==> src/rtl/bird.sv <==
// bird: vertical-motion engine for the player sprite; integrates gravity
// and flap impulses on a divided physics tick and drives the sprite top y.
//
// Ports:
//   clk        - system clock, rising edge
//   rst        - asynchronous active-low reset
//   enable     - 1 = physics runs, 0 = paused
//   jump       - flap request level, rising edge detected internally
//   state      - 0 = idle/menu, 1 = playing
//   fall_accel - gravity added to velocity per tick (0..3)
//   y_coord    - registered sprite top-edge y (0 = top of screen)
//
// Optional build macro BIRD_TERMINAL_VEL_EN: when defined, downward
// velocity is capped at MAX_FALL_VEL after the gravity add.

module bird #(
    parameter int TICK_DIV     = 833333,
    parameter int Y_START      = 240,
    parameter int Y_MIN        = 0,
    parameter int Y_MAX        = 464,
    parameter int JUMP_VEL     = 8,
    parameter int MAX_FALL_VEL = 12
) (
    input  logic       clk,
    input  logic       rst,
    input  logic       enable,
    input  logic       jump,
    input  logic       state,
    input  logic [1:0] fall_accel,
    output logic [9:0] y_coord
);

    localparam int CW = (TICK_DIV > 2) ? $clog2(TICK_DIV) : 1;
    localparam logic [CW-1:0] CNT_LAST = CW'(TICK_DIV - 1);
    localparam logic signed [7:0] VEL_JUMP = 8'(-JUMP_VEL);
    localparam logic signed [11:0] YMIN_S = 12'(Y_MIN);
    localparam logic signed [11:0] YMAX_S = 12'(Y_MAX);

    logic [CW-1:0]      r_cnt;
    logic signed [7:0]  r_vel;
    logic [9:0]         r_y;
    logic               r_jump_d;
    logic               r_pend;

    logic               w_edge;
    logic               w_tick;
    logic               w_flap;
    logic signed [8:0]  w_sum;
    logic signed [7:0]  w_grav;
    logic signed [7:0]  w_vel_n;
    logic signed [11:0] w_y_n;

    assign w_edge = jump & ~r_jump_d;
    assign w_tick = (r_cnt == CNT_LAST);
    // An edge landing on the tick cycle still counts for this tick.
    assign w_flap = r_pend | w_edge;

    // 9-bit sum so the gravity add can saturate at +127 instead of wrapping.
    assign w_sum = $signed({r_vel[7], r_vel}) + $signed({7'd0, fall_accel});

    always_comb begin
        w_grav = (w_sum > 9'sd127) ? 8'sd127 : w_sum[7:0];
`ifdef BIRD_TERMINAL_VEL_EN
        if (w_grav > 8'(MAX_FALL_VEL)) begin
            w_grav = 8'(MAX_FALL_VEL);
        end
`endif
        w_vel_n = w_flap ? VEL_JUMP : w_grav;
    end

    assign w_y_n = $signed({2'b00, r_y}) + $signed({{4{w_vel_n[7]}}, w_vel_n});

    always_ff @(posedge clk or negedge rst) begin
        if (!rst) begin
            r_cnt    <= '0;
            r_vel    <= '0;
            r_y      <= 10'(Y_START);
            r_jump_d <= 1'b0;
            r_pend   <= 1'b0;
        end else begin
            r_jump_d <= jump;
            if (!state) begin
                r_cnt  <= '0;
                r_vel  <= '0;
                r_y    <= 10'(Y_START);
                r_pend <= 1'b0;
            end else if (enable) begin
                if (w_tick) begin
                    r_cnt  <= '0;
                    r_pend <= 1'b0;
                    // Hitting ceiling or floor kills the velocity.
                    if (w_y_n < YMIN_S) begin
                        r_y   <= 10'(Y_MIN);
                        r_vel <= '0;
                    end else if (w_y_n > YMAX_S) begin
                        r_y   <= 10'(Y_MAX);
                        r_vel <= '0;
                    end else begin
                        r_y   <= w_y_n[9:0];
                        r_vel <= w_vel_n;
                    end
                end else begin
                    r_cnt <= r_cnt + CW'(1);
                    if (w_edge) begin
                        r_pend <= 1'b1;
                    end
                end
            end
        end
    end

    assign y_coord = r_y;

endmodule

==> config.mk <==
export PLATFORM = sky130hd
export DESIGN_NAME = bird
export DESIGN_NICKNAME = d
export VERILOG_FILES = /design/src/rtl/bird.sv
export SDC_FILE = /design/constraint.sdc
export NUM_CORES = 1
export LEC_CHECK = 0
export BUFFER_PORTS_ARGS = -buffer_cell sky130_fd_sc_hd__buf_4
export CORE_MARGIN = 2
export CORE_UTILIZATION = 55
export CTS_CLUSTER_DIAMETER = 50
export DETAILED_ROUTE_END_ITERATION = 7
export GPL_ROUTABILITY_DRIVEN = 0
export HOLD_SLACK_MARGIN = 0.15
export PLACE_DENSITY_LB_ADDON = 0.1
export SYNTH_ARGS = -nofsm -noshare
export SYNTH_HDL_FRONTEND = slang
export SYNTH_SLANG_ARGS = --single-unit
export TNS_END_PERCENT = 10
==> constraint.sdc <==
create_clock -name clk -period 4.14 [get_ports clk]
set_input_delay 0.828 -clock clk [delete_from_list [all_inputs] [get_ports clk]]
set_output_delay 0.828 -clock clk [all_outputs]
set_load 0.1 [all_outputs]
* Word level (Yosys, flattened, before mapping)
Index checks and enable logic that the tools add are counted.
** Storage, ports and cells
- Output and inout bits :: 10
- Bits in read-only memories :: 0
- Logic and storage cells :: 39
- Bits in writable memories :: 0
- Memories kept :: 0
- Register bits :: 40
- Latch bits :: 0
- Input port bits :: 7
** Cells by class
- Shift-type cells :: 0
- Equal/unequal tests :: 4
- Muxes and demuxes :: 19
- Reductions and logical operators :: 2
- Div/mod/pow operators :: 0
- Order comparisons :: 3
- $mul :: 0
- $add $sub $neg :: 3
- Bitwise logic cells :: 3
** Operators by type and width (count)
- 20-bit two-way mux :: 3
- 8-bit two-way mux :: 7
- 10-bit two-way mux :: 5
- 20-bit by 1-bit adder with 20-bit output, second input constant :: 1
- 20-bit equality test, second input constant :: 1
- 11-bit by 8-bit adder with 12-bit output :: 1
- 12-bit by 10-bit greater-than comparator with 1-bit output, second input constant :: 1
- 12-bit by 1-bit less-than comparator with 1-bit output, second input constant :: 1
- 8-bit by 3-bit adder with 9-bit output :: 1
- 9-bit by 8-bit greater-than comparator with 1-bit output, second input constant :: 1
- 1-bit two-way mux :: 4
- 2-bit AND reduction :: 2
- 3-bit by 1-bit != test with 1-bit output, second input constant :: 1
- 2-bit by 1-bit != test with 1-bit output, second input constant :: 1
- 2-bit != test, second input constant :: 1
- 1-bit AND :: 1
- 1-bit NOT :: 1
- 1-bit OR :: 1

* Longest topological paths before layout
- Depth after elaboration :: 11
- Gate-level depth with buffers :: 17
- Depth with buffers taken out :: 17

* Least setup slack after synthesis
No wires, ideal clock.
- Path type :: input to register
- Start point :: input port fall_accel[0]
- End point :: register r_y[1] (netlist: y_coord[1])
- Buffers on the path :: 0
- Required time :: 4.071 ns
- Slack :: -0.193 ns
- Data arrival time :: 4.263 ns
- Setup time :: 0.069 ns
- Stages on the path :: 16
- Path through :: ha_1 fa_1 nand2_1 mux2i_4 and2_2 o21a_1 ha_1 a21oi_1 inv_1 a41oi_1 o31ai_2 or2_1 a311oi_2 nand3_2 nor3_4 a22o_1
** Between the ends
- Longest elaborated chain between the ends :: 11
- Elaborated cells on any way between the ends :: 12
- Classes of those cells :: add/sub (2); order compare (3); mux (7)
** RTL lines
- from (decl) :: line 29 : input logic [1:0] fall_accel,
- 8-bit by 3-bit adder with 9-bit output (*) :: line 59 : assign w_sum = $signed({r_vel[7], r_vel}) + $signed({7'd0, fall_accel});
- 9-bit by 8-bit greater-than comparator with 1-bit output :: line 62 : w_grav = (w_sum > 9'sd127) ? 8'sd127 : w_sum[7:0];
- 8-bit two-way mux (*) :: line 62
- 8-bit two-way mux (*) :: line 68 : w_vel_n = w_flap ? VEL_JUMP : w_grav;
- 11-bit by 8-bit adder with 12-bit output (*) :: line 71 : assign w_y_n = $signed({2'b00, r_y}) + $signed({{4{w_vel_n[7]}}, w_vel_n});
- 12-bit by 10-bit greater-than comparator with 1-bit output :: line 95 : end else if (w_y_n > YMAX_S) begin
- 10-bit two-way mux :: line 95
- 10-bit two-way mux (*) :: line 92 : if (w_y_n < YMIN_S) begin
- 10-bit two-way mux (*) :: line 88 : if (w_tick) begin
- 10-bit two-way mux (*) :: line 87 : end else if (enable) begin
- 10-bit two-way mux (*) :: line 82 : if (!state) begin
- to (signal assigned) :: line 85 : r_y <= 10'(Y_START);
- to (signal assigned) :: line 93 : r_y <= 10'(Y_MIN);
- to (signal assigned) :: line 96 : r_y <= 10'(Y_MAX);
- to (decl) :: line 41 : logic [9:0] r_y;
Every way passes the cells marked *; elsewhere a longest branch is shown, timed or not. The select of a mux whose other input is x is not followed.
A chain may end at the register's enable or synchronous reset.

* Worst setup path in the final report
- Start point :: input port fall_accel[0]
- End point :: register r_vel[5]
** Between the ends
- Longest elaborated chain between the ends :: 11
- Elaborated cells on any way between the ends :: 12
- Classes of those cells :: add/sub (2); order compare (3); mux (7)
** RTL lines
- 8-bit by 3-bit adder with 9-bit output (*) :: line 59
- 9-bit by 8-bit greater-than comparator with 1-bit output :: line 62
- 8-bit two-way mux (*) :: line 62
- 8-bit two-way mux (*) :: line 68
- 11-bit by 8-bit adder with 12-bit output :: line 71
- 12-bit by 10-bit greater-than comparator with 1-bit output :: line 95
- 8-bit two-way mux :: line 95
- 8-bit two-way mux (*) :: line 92
- 8-bit two-way mux (*) :: line 88
- 8-bit two-way mux (*) :: line 87
- 8-bit two-way mux (*) :: line 82
- to (signal assigned) :: line 100 : r_vel <= w_vel_n;
- to (decl) :: line 40 : logic signed [7:0] r_vel;
Marks and branches as above.

==> metrics.md <==
| Metric | Value |
|---|---|
| Status | `finished clean` |
| Post-DP HPWL | `4760 µm` |
| Leakage | `1.52 nW` |
| Slowest-stage cell, CP | `fa_2` |
| Die area | `5620 µm²` |
| Cell Area, Synth | `2770 µm²` |
| Port buffer count | `16` |
| Overall routed net length | `6590 µm` |
| Drt wl/cell | `15.6 µm` |
| Vias/cell | `5.74` |
| Worst Tran Pin Value | `0.663 ns` |
| Final setup violation count | `0` |
| Num rows | `25` |
| Slew margin rel. | `55.6%` |
| Critical Path AT | `4.33 ns` |
| Total GRT Usage | `25.7%` |
| Via count of the first global-routing pass | `2257` |
| GRT overflow | `0` |
| First-pass GRT wire length | `10800 µm` |
| EDFF count, synth | `0` |
| Register area share after synthesis | `36.3%` |
| Final worst slack | `0.0588 ns` |
| Fmax | `0.245 GHz` |
| Final Skew | `0.00371 ns` |
| Share of flip-flops with an asynchronous set or reset | `100%` |
| Number of diodes | `0` |
| PD cells | `400 nW/µm²` |
| Syn. warnings | `0` |
| Synthesized area per cell | `9.32 µm²` |
| Core area | `4790 µm²` |
| Clk network pwr share | `23.4%` |
| Largest net degree at the start of global routing | `41` |
| Seq pwr share | `31.1%` |
| Tmin final | `4.08 ns` |
| Switching portion of total power | `38.2%` |
| Max-Cap Viols | `0` |
| I/O Pins | `17` |
| Worst setup SP type | `input pin` |
| WS Path Type | `in2reg` |
| CP max stage delay | `0.39 ns` |
| Reg2reg start | `r_vel[0]$_DFFE_PN0P_` |
| Worst-case clock buffer depth | `2` |
| Clock tree root driver cell | `clkbuf_8` |
| Number of H-tree levels | `2` |
| Area Growth Syn to Fin | `27.0%` |
| Final Max Slew Viols | `0` |
| Commonest register cell after synthesis | `dfrtp_1` |
| RSZ-0062 raised after global routing | `true` |
| Initial core utilization | `57.8%` |
| Drt pass-1 iters | `4` |
| Synth unique cells | `66` |
| Nets | `379` |
| Clk_lat worst skew | `0.30 ns` |
| Synth Instances | `297` |
| Num CTS Buffers | `5` |
| Critical Path End Type | `flip-flop` |
| DR DRC count | `0` |
| Crit-path cells | `buf_6, ha_4, fa_2, nand2_2, mux2i_4, and2_4, o21a_1, ha_4, a21oi_4, inv_2, a311oi_4, o31ai_4, or2_1, a311oi_2, nand3_2, nor3_4, buf_6, a22o_1` |
| Most frequent cells in the layout | `54 x buf_4, 36 x dfrtp_1, 34 x nand2_1` |
| Share of cells above drive strength 1 | `30.9%` |
| Setup WS pre-CTS | `-0.270 ns` |
| Die X | `74.9 µm` |
| # fillers | `369` |
| Maximum vdd drop | `0.000345 V` |
| Worst path required time | `4.39 ns` |
| R2R Path End | `r_vel[5]$_DFFE_PN0P_` |
| Commonest non-fill, non-tap cell in the layout | `buf_4` |
| Die Ht | `74.9 µm` |
| P_sw | `0.538 mW` |
| Worst min path class | `in2async` |
| Combinational Power Share | `45.5%` |
| CP Max Fanout | `5` |
| Clock Sinks | `40` |
| Mapped Nets | `321` |
| Worst hold slack | `0.494 ns` |
| Vias | `2429` |
| FF-to-FF path depth | `17` |
| Flops & latches, synth | `40` |
| R2R Setup Slk | `0.24 ns` |
| Crit path from | `fall_accel[0]` |
| Starting DRT DRC Count | `242` |
| CTS tree | `built` |
| Post-DRT Antenna Nets | `0` |
| Final worst-path cycle share | `98.6%` |
| Worst-path clk slew | `0.08 ns` |
| Internal power | `0.870 mW` |
| Final hold viol count | `0` |
| Initial antenna violation count | `0` |
[kinds of logic (layout without fill, tap and decap cells)]
logic type / Yosys count / count (layout) / synth area share, %
fa+ha+maj: 18 / 18 / 8.59
buf+inv: 14 / 73 / 2.62
simple gates: 121 / 121 / 21.8
mux: 2 / 2 / 1.22
compound gates: 76 / 76 / 21.2
xor+xnor: 26 / 26 / 8.23
flops: 40 / 40 / 36.3
[cell usage after synthesis (all sizes together) (7+ instances only)]
master	instances	share of area [%]
xor2	19	6.0
nor2	32	4.4
dfrtp	36	33
nand3	14	2.7
nor3	9	2.2
ha	15	6.8
a21oi	13	2.4
o21ai	17	3.2
inv	7	0.95
nand4	7	1.6
a22o	8	2.5
xnor2	7	2.2
nand2	35	4.7
[cell type report]
cell class	instances	area, µm²	area share [%]
clock buffers	5	68.8	1.96
clock inverters	3	42.5	1.21
inverters	7	26.3	0.747
multi-input cells	243	1840	52.3
flip-flops and latches	40	1010	28.6
well taps	67	83.8	2.38
repair buffers	58	450	12.8
[layer usage]
metal  vias to the layer above  part of all wire (%)  GRT usage (%)
met3                         8                   5.7           6.16
met2                        63                    45           39.2
met5                         -                     0              0
li1                       1208                     -              -
met4                         0                   1.4           4.96
met1                      1150                    48           37.5
[power by group through the flow]
stage / clock [mW] / sequential (mW) / combinational [mW]
CTS: 0.335 / 0.436 / 0.590
global placement: 0 / 0.443 / 0.582
global route: 0.357 / 0.441 / 0.688
floorplan: 0 / 0.526 / 0.289
finish: 0.330 / 0.437 / 0.640
detailed placement: 0 / 0.443 / 0.586
[critical path, delay by kind of cell]
family	cells	cell delay [ns]
compound gates	6	1.27
simple gates	5	1.03
fa+ha+maj	3	0.80
buf+inv	3	0.32
mux	1	0.07
[state kept, by name, indices dropped and copies added, names as in the netlist]
| register | cells |
|---|---|
| y_coord | 10 |
| r_jump_d | 1 |
| r_pend | 1 |
| r_vel | 8 |
| r_cnt | 20 |
[worst max path at each step]
stage                                   to  slack [ns]  depth (start not counted)
global route          r_vel[6]$_DFFE_PN0P_       -0.10                         18
CTS                 y_coord[5]$_DFFE_PN1P_        0.05                         16
detailed placement  y_coord[5]$_DFFE_PN1P_       -0.27                         16
finish                r_vel[5]$_DFFE_PN0P_        0.06                         18
global placement    y_coord[5]$_DFFE_PN1P_       -0.22                         16
floorplan           y_coord[1]$_DFFE_PN0P_        0.01                         15
[stage by stage]
step | instance area, µm² | power (mW) | util, % | setup TNS, ns | cells
floorplan | 2790 | 0.814 | - | 0 | 297
global placement | 3220 | 1.02 | 67.3 | -2.91 | 410
detailed placement | 3220 | 1.03 | 67.3 | -3.33 | 410
CTS | 3330 | 1.36 | 69.6 | 0 | 418
global route | 3520 | 1.49 | 73.5 | -0.834 | 423
finish | 3520 | 1.41 | 73.5 | 0 | 423
[repair_timing]
item | in CTS | in global routing
resized for setup | 0 | 28
endpoints found under the setup margin | 0 | 15
setup buffers | 0 | 5
hold buffers | 0 | 0
No activity file was read; power rests on OpenSTA's default activity.
